--- src/rtl/truth_table_sweep.sv ---
`default_nettype none
// +--------------------------------------------------------------------------+
// | truth_table_sweep: drives all 8 rows of a 3-input gate, captures its     |
// | truth table as an 8-bit code. TT_SWEEP_COMPARE_EN adds expected check.   |
// | Revision: 1.0                                                            |
// +--------------------------------------------------------------------------+
module truth_table_sweep #(
   parameter int unsigned SETTLE_CYCLES = 4
) (
   input  logic       clk,
   input  logic       rst_n,
   input  logic       start,
   input  logic       abort,
   input  logic       dut_out,
   input  logic [7:0] expected_code,
   output logic       in1,
   output logic       in2,
   output logic       in3,
   output logic       busy,
   output logic       done,
   output logic [7:0] table_code,
   output logic       mismatch
);

   typedef enum logic [0:0] {
      IDLE  = 1'b0,
      SWEEP = 1'b1
   } state_t;

   localparam logic [7:0] SETTLE_LAST = 8'(SETTLE_CYCLES - 1);

   state_t     state_q, state_d;
   logic [2:0] row_q, row_d;
   logic [7:0] settle_q, settle_d;
   logic [7:0] scratch_q, scratch_d;
   logic [7:0] table_code_q, table_code_d;
   logic       done_q, done_d;
   logic [7:0] captured_code;

`ifdef TT_SWEEP_COMPARE_EN
   logic [7:0] exp_q, exp_d;
   logic       mismatch_q, mismatch_d;
`else
   logic       unused_expected;
   assign unused_expected = ^expected_code;
`endif

   // Row 7 lands in bit 0, so the final code is the scratch plus the live sample.
   assign captured_code = {scratch_q[7:1], dut_out};

   always_comb begin
      state_d      = state_q;
      row_d        = row_q;
      settle_d     = settle_q;
      scratch_d    = scratch_q;
      table_code_d = table_code_q;
      done_d       = 1'b0;
`ifdef TT_SWEEP_COMPARE_EN
      exp_d        = exp_q;
      mismatch_d   = mismatch_q;
`endif
      case (state_q)
         IDLE: begin
            if (start && !abort) begin
               state_d   = SWEEP;
               row_d     = 3'd0;
               settle_d  = 8'd0;
               scratch_d = 8'd0;
`ifdef TT_SWEEP_COMPARE_EN
               exp_d     = expected_code;
`endif
            end
         end
         SWEEP: begin
            if (abort) begin
               state_d   = IDLE;
               row_d     = 3'd0;
               settle_d  = 8'd0;
               scratch_d = 8'd0;
            end else if (settle_q == SETTLE_LAST) begin
               settle_d = 8'd0;
               if (row_q == 3'd7) begin
                  state_d      = IDLE;
                  row_d        = 3'd0;
                  scratch_d    = 8'd0;
                  table_code_d = captured_code;
                  done_d       = 1'b1;
`ifdef TT_SWEEP_COMPARE_EN
                  mismatch_d   = (captured_code != exp_q);
`endif
               end else begin
                  scratch_d[~row_q] = dut_out;
                  row_d             = row_q + 3'd1;
               end
            end else begin
               settle_d = settle_q + 8'd1;
            end
         end
         default: begin
            state_d = IDLE;
         end
      endcase
   end

   always_ff @(posedge clk) begin
      if (!rst_n) begin
         state_q      <= IDLE;
         row_q        <= 3'd0;
         settle_q     <= 8'd0;
         scratch_q    <= 8'd0;
         table_code_q <= 8'd0;
         done_q       <= 1'b0;
`ifdef TT_SWEEP_COMPARE_EN
         exp_q        <= 8'd0;
         mismatch_q   <= 1'b0;
`endif
      end else begin
         state_q      <= state_d;
         row_q        <= row_d;
         settle_q     <= settle_d;
         scratch_q    <= scratch_d;
         table_code_q <= table_code_d;
         done_q       <= done_d;
`ifdef TT_SWEEP_COMPARE_EN
         exp_q        <= exp_d;
         mismatch_q   <= mismatch_d;
`endif
      end
   end

   assign {in1, in2, in3} = (state_q == SWEEP) ? row_q : 3'b000;
   assign busy            = (state_q == SWEEP);
   assign done            = done_q;
   assign table_code      = table_code_q;
`ifdef TT_SWEEP_COMPARE_EN
   assign mismatch        = mismatch_q;
`else
   assign mismatch        = 1'b0;
`endif

endmodule
`default_nettype wire

--- config.mk ---
export PLATFORM = sky130hd
export DESIGN_NAME = truth_table_sweep
export DESIGN_NICKNAME = d
export VERILOG_FILES = /design/src/rtl/truth_table_sweep.sv
export SDC_FILE = /design/constraint.sdc
export NUM_CORES = 1
export LEC_CHECK = 0
export CAP_MARGIN = 20
export CORE_MARGIN = 2
export CORE_UTILIZATION = 40
export DETAILED_ROUTE_END_ITERATION = 8
export PLACE_DENSITY_LB_ADDON = 0.12
export SLEW_MARGIN = 10
export SYNTH_ARGS = -nofsm -noshare
export SYNTH_HDL_FRONTEND = slang
export SYNTH_SLANG_ARGS = --single-unit
--- constraint.sdc ---
create_clock -name clk -period 3.7 [get_ports clk]
set_input_delay 0.74 -clock clk [delete_from_list [all_inputs] [get_ports clk]]
set_output_delay 0.74 -clock clk [all_outputs]
set_load 0.02 [all_outputs]
Word-level counts from Yosys, hierarchy flattened
Cells that the tools add are included.
- add/subtract/negate cells: 2
- magnitude comparators: 2
- eq/ne operators: 4
- muxes and demuxes: 23
- bitwise gates (word level): 5
- reduce and logical (&&, ||, !) cells: 6
- operator list (operator ; number):
    $mux W8 ; 6
    $pmux W8 S2 ; 2
    $mux W3 ; 5
    $add A8 B1 Y8 const B ; 1
    $bwmux W8 ; 1
    $eq A8 B2 Y1 const B ; 1
    $mux W1 ; 6
    $pmux W3 S2 ; 1
    $lt A3 B4 Y1 const B ; 1
    $not A1 Y1 ; 4
    $reduce_and A4 Y1 ; 1
    $reduce_or A4 Y1 ; 1
    $add A3 B1 Y3 const B ; 1
    $demux W1 S3 ; 1
    $eq A3 B3 Y1 const B ; 1
    $ge A3 B1 Y1 const B ; 1
    $ne A3 B2 Y1 const B ; 1
    $not A3 Y3 ; 1
    $logic_and A1 B1 Y1 ; 2
    $ne A2 B2 Y1 const B ; 1
    $pmux W1 S2 ; 1
    $reduce_and A2 Y1 ; 1
    $logic_not A1 Y1 ; 1
- register bits after elaboration: 29

Longest topological paths before layout
- word-level depth: 10
- gate-level depth with buffers: 6
- depth with buffers taken out: 6

Worst setup path after synthesis
Ideal clock, no wire load.
- path kind: register -> output
- start: register state_q (netlist: busy)
- end: output in1
- arrival time: 1109 ps
- path slack: 1851 ps
- stages on the path, launching flop included: 4
- buffers on the path: 2
- cells stage by stage: dfxtp_1 buf_4 clkbuf_1 and2_1
- longest elaborated chain between the ends: 1
- ends and longest elaborated chain (element ; line ; RTL):
    start, declared ; 32 ; state_t state_q, state_d;
    start signal, assigned ; 118 ; state_q <= state_d;
    $mux W3 ; 131 ; assign {in1, in2, in3} = (state_q == SWEEP) ? row_q : 3'b000;
    end, declared ; 16 ; output logic in1,
No other way between the ends.

Worst setup path after layout
- start: register state_q (netlist: busy)
- end: output in3
- longest elaborated chain between the ends: 1
- ends and longest elaborated chain (element ; line ; RTL):
    $mux W3 ; 131 ;
    end, declared ; 18 ; output logic in3,
No other way between the ends.

==> results.yml <==
synth:
  yosys_warnings: 0
  async_flop_share: 0
  synth.most_common_cell: "dfxtp_1"
  netlist_top_cells_area: "dfxtp_1 (40%), o31ai_1 (5.4%), xor2_1 (4.4%), nand3_1 (3.6%), nor2_1 (3.2%)"
  synthCells: 155
  seq_area_frac_synth: 0.401
  post-synth-top-area-cell: "dfxtp_1"
  synth_cell_types: 42
  synth_edf_count: 0
  synth_flop_cell: "dfxtp_1"
  syn_avg_cell_area_sq_um: 9.02
  ys_ff_latch: 28
  yosys.area.top_type_share: 0.401
  synth_area_sq_um: 1400
  synth_fp_nets: 171
  synth_commonest_cells: "dfxtp_1 (28), nor2_1 (12), nand2_1 (11)"
power:
  switchingPower_uw: 116
  clkPwrFrac: 0.368
  cellLeakagePower_uw: 0.000573
  seq_power_share: 0.569
  comb_power_share: 0.063
  internal_power_uw: 425
  ir_drop_mv: 0.133
  powerDensity_nw_per_um2: 333
  swShare: 0.214
critical_path:
  cpLargestDelayFamily: "flip-flops"
  required_ps: 2960
  r2r_cells: 6
  crit_type: "flop to output pin"
  cp_max_fo: 19
  cp-end-kind: "output pin"
  regToRegEndpoint: "scratch_q[2]"
  start_kind: "flop"
  cp.arrival_ps: 1860
  regToRegStartpoint: "row_q[0]"
  max_stage_delay_ps: 720
  worst-path-buf-inv: 1
  rrSetupSlack_ps: 1740
  slowest_stage: "dfxtp_1"
  crit_chain: "and2_1 > clkdlybuf4s50_1"
sta:
  slew_violations: 0
  slew_headroom: 0.556
  finalHoldViolations: 0
  fmax_mhz: 384
  period_needed_ps: 2600
  finalCritPeriodShare: 0.704
  hold_ws_ps: 457
  tightest_slew_ps: 662
  rsz0062_at_grt: "no"
  clock-skew-final_ps: 6.43
  setup_tns_ps: 0
  setup_viol: 0
floorplan:
  dieWidth_um: 63.1
  core_sq_um: 3340
  fp-row-count: 21
  die_y_um: 63.1
  initial_core_util: 0.419
  die_area_sq_um: 3980
  io_pins: 27
final_layout:
  final_util: 0.486
  fillers: 352
  syn2layout_area_growth_pct: 15.9
  design_area_sq_um: 1620
  finish.net_count: 184
  drive_gt1_frac: 0.108
  diodes: 0
hold_path:
  hp-start: "scratch_q[5]"
  hp-class: "flop to flop"
  holdPathEnd: "table_code[5]"
  hold_depth: 2
placed_design:
  place_congestion: 0.843
  placedInstanceArea_sq_um: 1570
  numPortBuffers: 17
  dp_hpwl_mm: 1.96
route:
  drt_iter0_drc: 40
  post_drt_wl_per_cell_um: 13.0
  drc: 0
  via_per_inst: 5.30
  final_antenna_net_count: 0
  firstDrtPassIters: 4
  route.vias.total: 1128
  finalWirelength_mm: 2.77
grt:
  grt_pass1_wl_mm: 4.93
  grt_max_degree: 23
  globalRouteOverflowTotal: 0
  grt_pass1_vias: 1085
  antenna_found_initial: 0
  grt_util_met3: 0.0214
  grt_use_met2: 0.241
  grt_util_all_layers: 0.153
  grt_use_met1: 0.211
  busiest_layer: "met2"
clock_network:
  ctsResizeCount: 0
  post-cts-setup-buffer-count: 0
  numCtsBuffers: 3
  cts-htree-levels: 1
  clock-sinks: 28
  clk_pin_slew_ps: 150
  clkLatencyLatePin_ps: 330
  cts_tree: "built"
  clockRootBuffer: "clkbuf_4"
  ctsHoldBuffers: 0
  cts.path.max_buffers: 2
status:
  status: "finished clean"
run:
  cap_violations: 0
==> cells by family (layout without fill, tap and decap cells) <==
| group | count (synthesis) | in the layout | synth area share |
|---|---|---|---|
| other | 1 | 1 | 0.00268 |
| AND/OR/NAND/NOR | 57 | 57 | 0.255 |
| buffers and inverters | 14 | 26 | 0.0573 |
| AO/OA/AOI/OAI | 45 | 45 | 0.213 |
| adder cells (fa/ha/maj) | 3 | 3 | 0.0269 |
| XOR/XNOR | 7 | 7 | 0.0439 |
| flip-flops | 28 | 28 | 0.401 |
==> cell usage in the layout, fill, tap and decap left out, types with 2 or more instances in the layout <==
cell,n
nand2_1,11
a31oi_1,6
clkbuf_4,3
o211ai_1,3
dfxtp_1,28
nand4_2,2
o21ai_1,7
clkdlybuf4s50_1,17
o21ai_0,7
ha_1,3
a21oi_1,6
nand3_1,10
inv_1,3
o31ai_1,10
xor2_1,7
o2111ai_1,2
nor2b_1,2
and2_1,4
nor2_1,12
nand4_1,2
==> worst max path at each step <==
stage	start	endpoint	slack [ps]	cells past startpoint
global route	busy	in2	970	2
finish	busy	in3	1100	2
floorplan	busy	in1	1850	3
global placement	abort	settle_q[0]	1080	5
CTS	busy	in2	1090	2
detailed placement	abort	settle_q[5]	1060	5
==> per-stage QoR <==
stage / power, uW / instances / setup slack [ps]
CTS: 549 / 213 / 1090
global placement: 347 / 209 / 1080
floorplan: 336 / 155 / 1850
detailed placement: 348 / 209 / 1060
finish: 540 / 213 / 1100
global route: 565 / 213 / 968
==> metal layers <==
layer,share of wire,wire length (um)
met3,0.027,75
met1,0.53,1470
met4,0.016,45
met2,0.43,1180
met5,0,0
==> power by group through the flow <==
| stage | logic [uW] | clock network (uW) | registers [uW] |
|---|---|---|---|
| after global placement | 33.5 | 0 | 314 |
| after floorplan | 24.1 | 0 | 312 |
| after CTS | 33.9 | 207 | 308 |
| final | 33.8 | 199 | 308 |
| after global routing | 37.3 | 219 | 308 |
| after detailed placement | 33.9 | 0 | 314 |
==> worst reg2reg max path: stages (launching register included) <==
cell     delay (ps)
dfxtp_1         460
ha_1            260
ha_1            250
or3b_4          430
nor2_4          140
nand4_4         130
o31ai_2         230
==> area by class of cell <==
| cell class | instances | area, sq um | area share |
|---|---|---|---|
| Tap cell | 46 | 57.6 | 0.0355 |
| Clock inverter | 1 | 30.0 | 0.0185 |
| Sequential cell | 28 | 561 | 0.346 |
| Clock buffer | 3 | 22.5 | 0.0139 |
| Multi-Input combinational cell | 113 | 757 | 0.467 |
| Inverter | 4 | 15.0 | 0.00927 |
| Timing Repair Buffer | 18 | 178 | 0.110 |
==> sequential cells by signal (all words and copies together), names as in the netlist <==
register and flops:
scratch_q 7, settle_q 8, table_code 8, busy 1, done 1, row_q 3
No activity file was read; power rests on OpenSTA's default activity.
